`src/rtl/seq_stage_fetch.sv`:
```
// Instruction fetch stage: owns the PC, reads a synchronous instruction memory and
// hands registered instructions to decode through a 1-entry skid. Option: FETCH_PERF_CNT_EN.
module seq_stage_fetch #(
    parameter int                      ADDRESS_SIZE  = 10,
    parameter logic [ADDRESS_SIZE-1:0] RESET_ADDRESS = '0,
    parameter logic [15:0]             NOP_INSTR     = 16'h0000
) (
    input  logic                    i_clk,
    input  logic                    i_rst,
    input  logic                    i_stall,
    input  logic                    i_flush,
    input  logic [ADDRESS_SIZE-1:0] i_jump_address,
    input  logic                    i_halt,
    output logic [ADDRESS_SIZE-1:0] o_imem_address,
    output logic                    o_imem_read,
    input  logic [15:0]             i_imem_data,
    output logic [15:0]             o_instruction,
    output logic [ADDRESS_SIZE-1:0] o_pc,
    output logic                    o_valid
`ifdef FETCH_PERF_CNT_EN
    ,
    output logic [31:0]             o_fetch_count
`endif
);

    typedef enum logic {
        RUN,
        HALTED
    } state_t;

    state_t                  state;
    logic [ADDRESS_SIZE-1:0] pc;
    logic                    pending;
    logic [ADDRESS_SIZE-1:0] pend_pc;
    logic                    skid_valid;
    logic [15:0]             skid_instr;
    logic [ADDRESS_SIZE-1:0] skid_pc;

    assign o_imem_address = pc;
    assign o_imem_read    = (state == RUN) && !i_stall && !i_flush && !i_halt;

    // PC, run/halt state and tracking of the read whose data returns next cycle
    always_ff @(posedge i_clk or posedge i_rst) begin
        if (i_rst) begin
            state   <= RUN;
            pc      <= RESET_ADDRESS;
            pending <= 1'b0;
            pend_pc <= RESET_ADDRESS;
        end else begin
            pending <= o_imem_read;
            if (i_flush) begin
                state <= RUN;
                pc    <= i_jump_address;
            end else begin
                if (state == RUN && i_halt) begin
                    state <= HALTED;
                end
                if (o_imem_read) begin
                    pc      <= pc + ADDRESS_SIZE'(1);
                    pend_pc <= pc;
                end
            end
        end
    end

    // Output register; a read returning during a stall parks in the skid entry
    always_ff @(posedge i_clk or posedge i_rst) begin
        if (i_rst) begin
            o_valid       <= 1'b0;
            o_instruction <= NOP_INSTR;
            o_pc          <= RESET_ADDRESS;
            skid_valid    <= 1'b0;
            skid_instr    <= NOP_INSTR;
            skid_pc       <= RESET_ADDRESS;
        end else if (i_flush) begin
            o_valid       <= 1'b0;
            o_instruction <= NOP_INSTR;
            skid_valid    <= 1'b0;
        end else if (i_stall) begin
            if (pending) begin
                skid_instr <= i_imem_data;
                skid_pc    <= pend_pc;
                skid_valid <= 1'b1;
            end
        end else if (skid_valid) begin
            o_valid       <= 1'b1;
            o_instruction <= skid_instr;
            o_pc          <= skid_pc;
            skid_valid    <= 1'b0;
        end else if (pending) begin
            o_valid       <= 1'b1;
            o_instruction <= i_imem_data;
            o_pc          <= pend_pc;
        end else begin
            o_valid       <= 1'b0;
            o_instruction <= NOP_INSTR;
        end
    end

`ifdef FETCH_PERF_CNT_EN
    // Counts instructions actually accepted by decode; survives flushes, saturates
    always_ff @(posedge i_clk or posedge i_rst) begin
        if (i_rst) begin
            o_fetch_count <= '0;
        end else if (o_valid && !i_stall && (o_fetch_count != 32'hFFFF_FFFF)) begin
            o_fetch_count <= o_fetch_count + 32'd1;
        end
    end
`endif

endmodule

```
`config.mk`:
```
export PLATFORM = sky130hd
export DESIGN_NAME = seq_stage_fetch
export DESIGN_NICKNAME = d
export VERILOG_FILES = /design/src/rtl/seq_stage_fetch.sv
export SDC_FILE = /design/constraint.sdc
export NUM_CORES = 1
export LEC_CHECK = 0
export ABC_CLOCK_PERIOD_IN_PS = 3740
export CORE_UTILIZATION = 40
export CTS_CLUSTER_DIAMETER = 40
export CTS_CLUSTER_SIZE = 24
export DETAILED_ROUTE_END_ITERATION = 6
export HOLD_SLACK_MARGIN = 0.02
export PLACE_DENSITY = 0.7
export SLEW_MARGIN = 20
export SYNTH_ARGS = -nofsm -noshare
export SYNTH_HDL_FRONTEND = slang
export SYNTH_SLANG_ARGS = --single-unit
```
`constraint.sdc`:
```
create_clock -name i_clk -period 3.74 [get_ports i_clk]
set_clock_uncertainty 0.15 [all_clocks]
set_input_delay 0.748 -clock i_clk [delete_from_list [all_inputs] [get_ports i_clk]]
set_output_delay 0.748 -clock i_clk [all_outputs]
set_load 0.005 [all_outputs]
```
==> After elaboration in Yosys (flattened, before gate mapping) <==
Index checks and enable logic that the tools add are counted.
W data, S select, Z words.
{ "word_totals": {"out_inout_bits": 38, "regBits": 76, "elab_cells": 46, "memories": 0, "mem_bits_rw": 0, "latchBits": 0, "mem_bits_ro": 0} }
{ "op_classes": {"magnitude_cmp": 0, "n_div": 0, "shifts": 0, "bitwise": 3, "n_reduce_logical": 13, "eq_ne": 2, "mux": 17, "add_sub_neg": 1, "mul": 0} }
{ "ops": {"columns": ["cell", "count"], "rows": [
  ["$mux W16", 4],
  ["$mux W10", 4],
  ["$add A10 B1 Y10 const B", 1],
  ["$mux W1", 9],
  ["$reduce_and A3 Y1", 2],
  ["$reduce_bool A2 Y1", 3],
  ["$logic_and A1 B1 Y1", 4],
  ["$logic_not A1 Y1", 3],
  ["$ne A3 B1 Y1 const B", 1],
  ["$not A1 Y1", 3],
  ["$ne A2 B1 Y1 const B", 1],
  ["$reduce_and A2 Y1", 1]
]} }

==> Longest topological paths before layout <==
Gate-level depths: netlist of the first run.
{ "logic_depth": {"ltp_word": 6, "ltp_mapped": 7, "ltp_nobuf": 4} }

==> Least setup slack after synthesis of the first run <==
Ideal clock, no wire load.
{ "synth_timing": {"kind": "input to output", "from": "in i_flush", "to": "out o_imem_read", "stages": 5, "t_arrival_ns": 1.894, "n_path_buf": 3, "path_slack_ns": 0.948, "required_ns": 2.842, "path_cell_list": "buf_6 > or4_4 > buf_2 > inv_1 > buf_2"} }
{ "synth_via": {"elab_chain_cells": 3} }
{ "synth_rtl": {"columns": ["element", "line_no", "rtl"], "rows": [
  ["start: declaration", "11", "input logic i_flush,"],
  ["$logic_not A1 Y1", "40", "assign o_imem_read = (state == RUN) && !i_stall && !i_flush && !i_halt;"],
  ["$logic_and A1 B1 Y1 (2 in series)", "40", null],
  ["end: declaration", "15", "output logic o_imem_read,"]
]} }
Every way passes these cells.

==> Worst setup path after layout of the first run <==
{ "layout_timing": {"from": "in i_stall", "to": "out o_imem_read"} }
{ "layout_via": {"elab_chain_cells": 4} }
{ "layout_rtl": {"columns": ["element", "line_no", "rtl"], "rows": [
  ["start: declaration", "10", "input logic i_stall,"],
  ["$logic_not A1 Y1", "40", null],
  ["$logic_and A1 B1 Y1 (3 in series)", "40", null]
]} }
Every way passes these cells.

==> metrics list, run 1 <==
* Antenna violations before repair: 0
* CTS Buf Count: 9
* Summed negative setup slack over all endpoints: 0 ns
* Reg-to-reg startpoint: pending
- After layout, the minimum clock period comes to 3.36 ns.
- Registers take around 1900 µm².
- Measured against its own limit, the worst slew margin works out to 0.569.
- Summed over all instances, the cell type with the most area after synthesis is sky130_fd_sc_hd__dfrtp_1.
- Detailed-router iteration count before antenna repair: 4
* WP data arrival: roughly 2.5 ns
* CTS clk-pin slew, worst paths: roughly 0.080 ns
* Full die area: 8850 µm²
- At the pin with the least slew margin, the transition time is 0.646 ns.
- Effective utilization at floorplan: 0.413
* Number of top-level pins: 69
- IR analysis of the VDD net gives a maximum drop of between 200 and 250 µV.
- Fraction of synthesized area in multiplexers: 0.162
* Synth Area in Simple Gates: 0.164
- Min-Delay Path Depth: 2
- Summing all multi-input logic gate instances after layout gives around 1400 µm².
- Horizontal die dimension: 94.1 µm
* Post-detailed-route via-to-cell ratio: 5.37
- The area fraction in compound gates after synthesis was 0.0753.
* Clock network fraction of total power: 0.334
- Clock network latency to the later pin of the worst-skew pair: 0.35 ns
* Share of the synthesized netlist area taken by xor and xnor gates: 0.00258
- The count of nets left with antenna violations once routing finished came out at 0.
- Power spread over the standard cell area amounts to 488 nW/µm².
* Wire length of the first global-routing pass: 12600 µm
- Post-synth top area share: 0.561
- Count of cells resized by post-cts repair: 0
- The worst hold path terminates at pend_pc[4].
- The detailed router placed 2556 vias in this run.
- Slew Viols, Final: 0
- Depth of the CTS H-tree: 3
- Summed over all nets, the half-perimeter wirelength after detailed placement is 4830 µm.
* Total congestion overflow after global routing: 0
- Startpoint of the tightest hold check path: pend_pc[4]
- The flow ran to the end, and the final reports show no timing, DRC or antenna violations.
- Buffers added on ports: 68
- The internal power of the cells totals between 1.5 and 2 mW.
- Based on the critical path, the design can be clocked at up to between 0.2 and 0.3 GHz.
- The detailed router finished its first iteration with 105 violations.
- Yosys instantiated no cell more often than sky130_fd_sc_hd__dfrtp_1.
- Entering global routing, the biggest net connects 77 pins.
- Synthesis handed over a netlist of 300 instances.
* Total clock sinks: 76
- In this run the mean area of a mapped cell was 11.3 µm².
- Total length of routed wires: between 7000 and 8000 µm
- Part of the Yosys area used for sequential elements: 0.561
- Cell area after synthesis: 3390 µm²
- Quantity of hold-fixing buffers added after cts: 0
- The worst register-to-register path has a setup slack of 1.75 ns.
- In the routed design, unresolved DRC markers number 0.
* Hold violation count in the final report: 0
- The endpoint identified for the worst register-to-register timing path is skid_instr[15].
* Clk buf depth: 2
- STA puts the critical path data required time at 2.84 ns.
- RSZ-0062 raised after global routing: false
- Number of register bits inferred by synthesis: 76
- TritonCTS built the clock tree.
- Counting cells, the worst reg-to-reg path comes to 3.
- The critical path is of the input pin to primary output type.
- Fraction of final layout cells sized beyond drive strength 1: 0.199
* Ratio of final minimum period to clock period: 0.899
- After synthesis, the largest family of logic cells by area is simple AND/OR/NAND/NOR gates.
- Post-synth net total: 332
* Capturing element type of the critical path: primary output
- Maximum fanout count along the critical path: 6
* Number of post-CTS setup repair buffers: 0
* Gpl congestion: 0.787
* Vias in the first global route: roughly 2600
- Routed length per placed instance: approximately 16 µm
* Switching Fraction: 0.259
* Die Span Y: approximately 94 µm
- From synthesis to final layout, the design area changed by 30.6%.
* Global-route usage over all layers: 0.187
- Worst Hold Slack: 0.351 ns
- Row generation in the floorplan step produced 33 rows.
- Final antenna diode count: 0
- Filler instances: 711
- CTS Root Cell: sky130_fd_sc_hd__clkbuf_8
* Post-synth EDFFs: 0
- Final setup vio count: 0
- The share of total power dissipated in sequential elements is 0.490.
- Among all flip-flop cells after synthesis, the most frequent one is sky130_fd_sc_hd__dfrtp_1.
- After synthesis, the netlist uses 31 different library cells.
- Hold crit path type: flop to flop
- STA classifies the critical path startpoint as an input pin.
- Static power due to leakage: 1.89 nW
- Switching pwr: 560 µW
- The share of total power dissipated in combinational logic is 0.176.
- Most area-consuming cells after synthesis: sky130_fd_sc_hd__dfrtp_1 56%, sky130_fd_sc_hd__mux2_2 15%, sky130_fd_sc_hd__nand2_1 6.0%
* Final net count: 398
* Core area: 8220 µm²
- Adder-Cell Fraction of Synth Area: 0.00369
- Max_cap viols: 0
- Top cell types by occurrence after synthesis: 76 x sky130_fd_sc_hd__dfrtp_1, 54 x sky130_fd_sc_hd__nand2_1, 46 x sky130_fd_sc_hd__mux2_2
- Yosys printed 0 warnings.
- Of all flip-flops after synthesis, the portion carrying an async set or reset was 1.00.
final cells by class:
cell class                 instances  area share
tap                              105      0.0297
clock inverter                     7      0.0240
timing repair buffer              76       0.173
multi-input combinational        198       0.311
inverter                           5     0.00424
clock buffer                       9      0.0280
sequential                        76       0.430
sequential cells by signal, indices dropped and copies added, names as in the netlist:
register,flops
o_imem_address,10
o_instruction,16
o_pc,10
o_valid,1
pend_pc,10
pending,1
skid_instr,16
skid_pc,10
skid_valid,1
state,1
stage by stage:
| stage | setup WS (ns) | area [µm²] | std cells | power (mW) | util |
|---|---|---|---|---|---|
| finish | 0.377 | 4430 | 476 | 2.16 | 0.539 |
| CTS | 0.389 | 4430 | 476 | 2.19 | 0.539 |
| floorplan | 0.904 | 3390 | 300 | 1.25 | - |
| global route | 0.330 | 4430 | 476 | 2.27 | 0.539 |
| detailed placement | 0.398 | 4200 | 460 | 1.46 | 0.511 |
| global placement | 0.418 | 4200 | 460 | 1.44 | 0.511 |
layer usage:
metal  part of all wire  wire, µm  GRT usage  up-vias
met2               0.46      3420      0.304       87
li1                   -         -          -     1195
met1               0.47      3480      0.243     1266
met3              0.056       416     0.0445        8
met4              0.012        88     0.0692        0
met5                  0         0          0        -
layout by cell type (no fill, tap or decap):
cell type,n
sky130_fd_sc_hd__dfrtp_1,76
sky130_fd_sc_hd__clkdlybuf4s50_1,68
sky130_fd_sc_hd__nand2_1,54
sky130_fd_sc_hd__mux2_2,46
sky130_fd_sc_hd__nor2_1,20
sky130_fd_sc_hd__nand3b_1,16
sky130_fd_sc_hd__a311oi_1,16
sky130_fd_sc_hd__clkbuf_8,9
sky130_fd_sc_hd__nand3_1,7
sky130_fd_sc_hd__buf_4,6
sky130_fd_sc_hd__o311ai_0,5
sky130_fd_sc_hd__inv_1,4
sky130_fd_sc_hd__o21ai_0,4
sky130_fd_sc_hd__or4_1,4
sky130_fd_sc_hd__nor2b_1,3
sky130_fd_sc_hd__mux2i_1,3
sky130_fd_sc_hd__nor3_1,3
sky130_fd_sc_hd__inv_6,3
sky130_fd_sc_hd__a31oi_1,2
sky130_fd_sc_hd__o31ai_1,2
sky130_fd_sc_hd__nand4_1,2
sky130_fd_sc_hd__and2_1,2
sky130_fd_sc_hd__bufinv_16,2
sky130_fd_sc_hd__buf_12,2
sky130_fd_sc_hd__or4_4,1
sky130_fd_sc_hd__xnor2_1,1
sky130_fd_sc_hd__or2_2,1
sky130_fd_sc_hd__or3_1,1
sky130_fd_sc_hd__inv_2,1
sky130_fd_sc_hd__a21boi_0,1
sky130_fd_sc_hd__a21o_1,1
sky130_fd_sc_hd__or3b_2,1
sky130_fd_sc_hd__a221oi_1,1
sky130_fd_sc_hd__ha_1,1
sky130_fd_sc_hd__inv_8,1
sky130_fd_sc_hd__clkinv_4,1
worst max path at each step:
stage	startpoint	to	slack, ns	cells past startpoint
CTS	i_stall	o_imem_read	0.39	4
global route	i_stall	o_imem_read	0.33	4
detailed placement	i_stall	o_imem_read	0.40	4
global placement	i_stall	o_imem_read	0.42	4
finish	i_stall	o_imem_read	0.38	4
floorplan	i_rst	o_imem_address[0]	0.90	1
power groups by stage:
stage | Clock [mW] | Combinational (mW) | Sequential (mW)
floorplan | 0 | 0.200 | 1.05
finish | 0.721 | 0.380 | 1.06
global route | 0.769 | 0.422 | 1.08
detailed placement | 0 | 0.385 | 1.08
global placement | 0 | 0.375 | 1.07
CTS | 0.743 | 0.387 | 1.06
worst max-delay path: stages:
cell	delay, ns
sky130_fd_sc_hd__clkdlybuf4s50_1	0.52
sky130_fd_sc_hd__or4_4	0.56
sky130_fd_sc_hd__inv_1	0.11
sky130_fd_sc_hd__clkdlybuf4s50_1	0.52
cells by family after synthesis:
logic type                 count (synthesis)
adders and majority gates                  1
DFF                                       76
xor gates and xnor gates                   1
and+or+nand+nor                          115
AOI/OAI and AO/OA                         32
muxes                                     49
buffers and inverters                     26
Power figures use the tool's default switching activity.
==> run 2, diff against run 1 <==
--- a/config.mk
+++ b/config.mk
@@ -16,3 +16,4 @@
 export SYNTH_ARGS = -nofsm -noshare
 export SYNTH_HDL_FRONTEND = slang
 export SYNTH_SLANG_ARGS = --single-unit
+export TNS_END_PERCENT = 5
==> results of run 2 <==
Same layout as run 1: the final DEF is identical, and so are final timing and power.
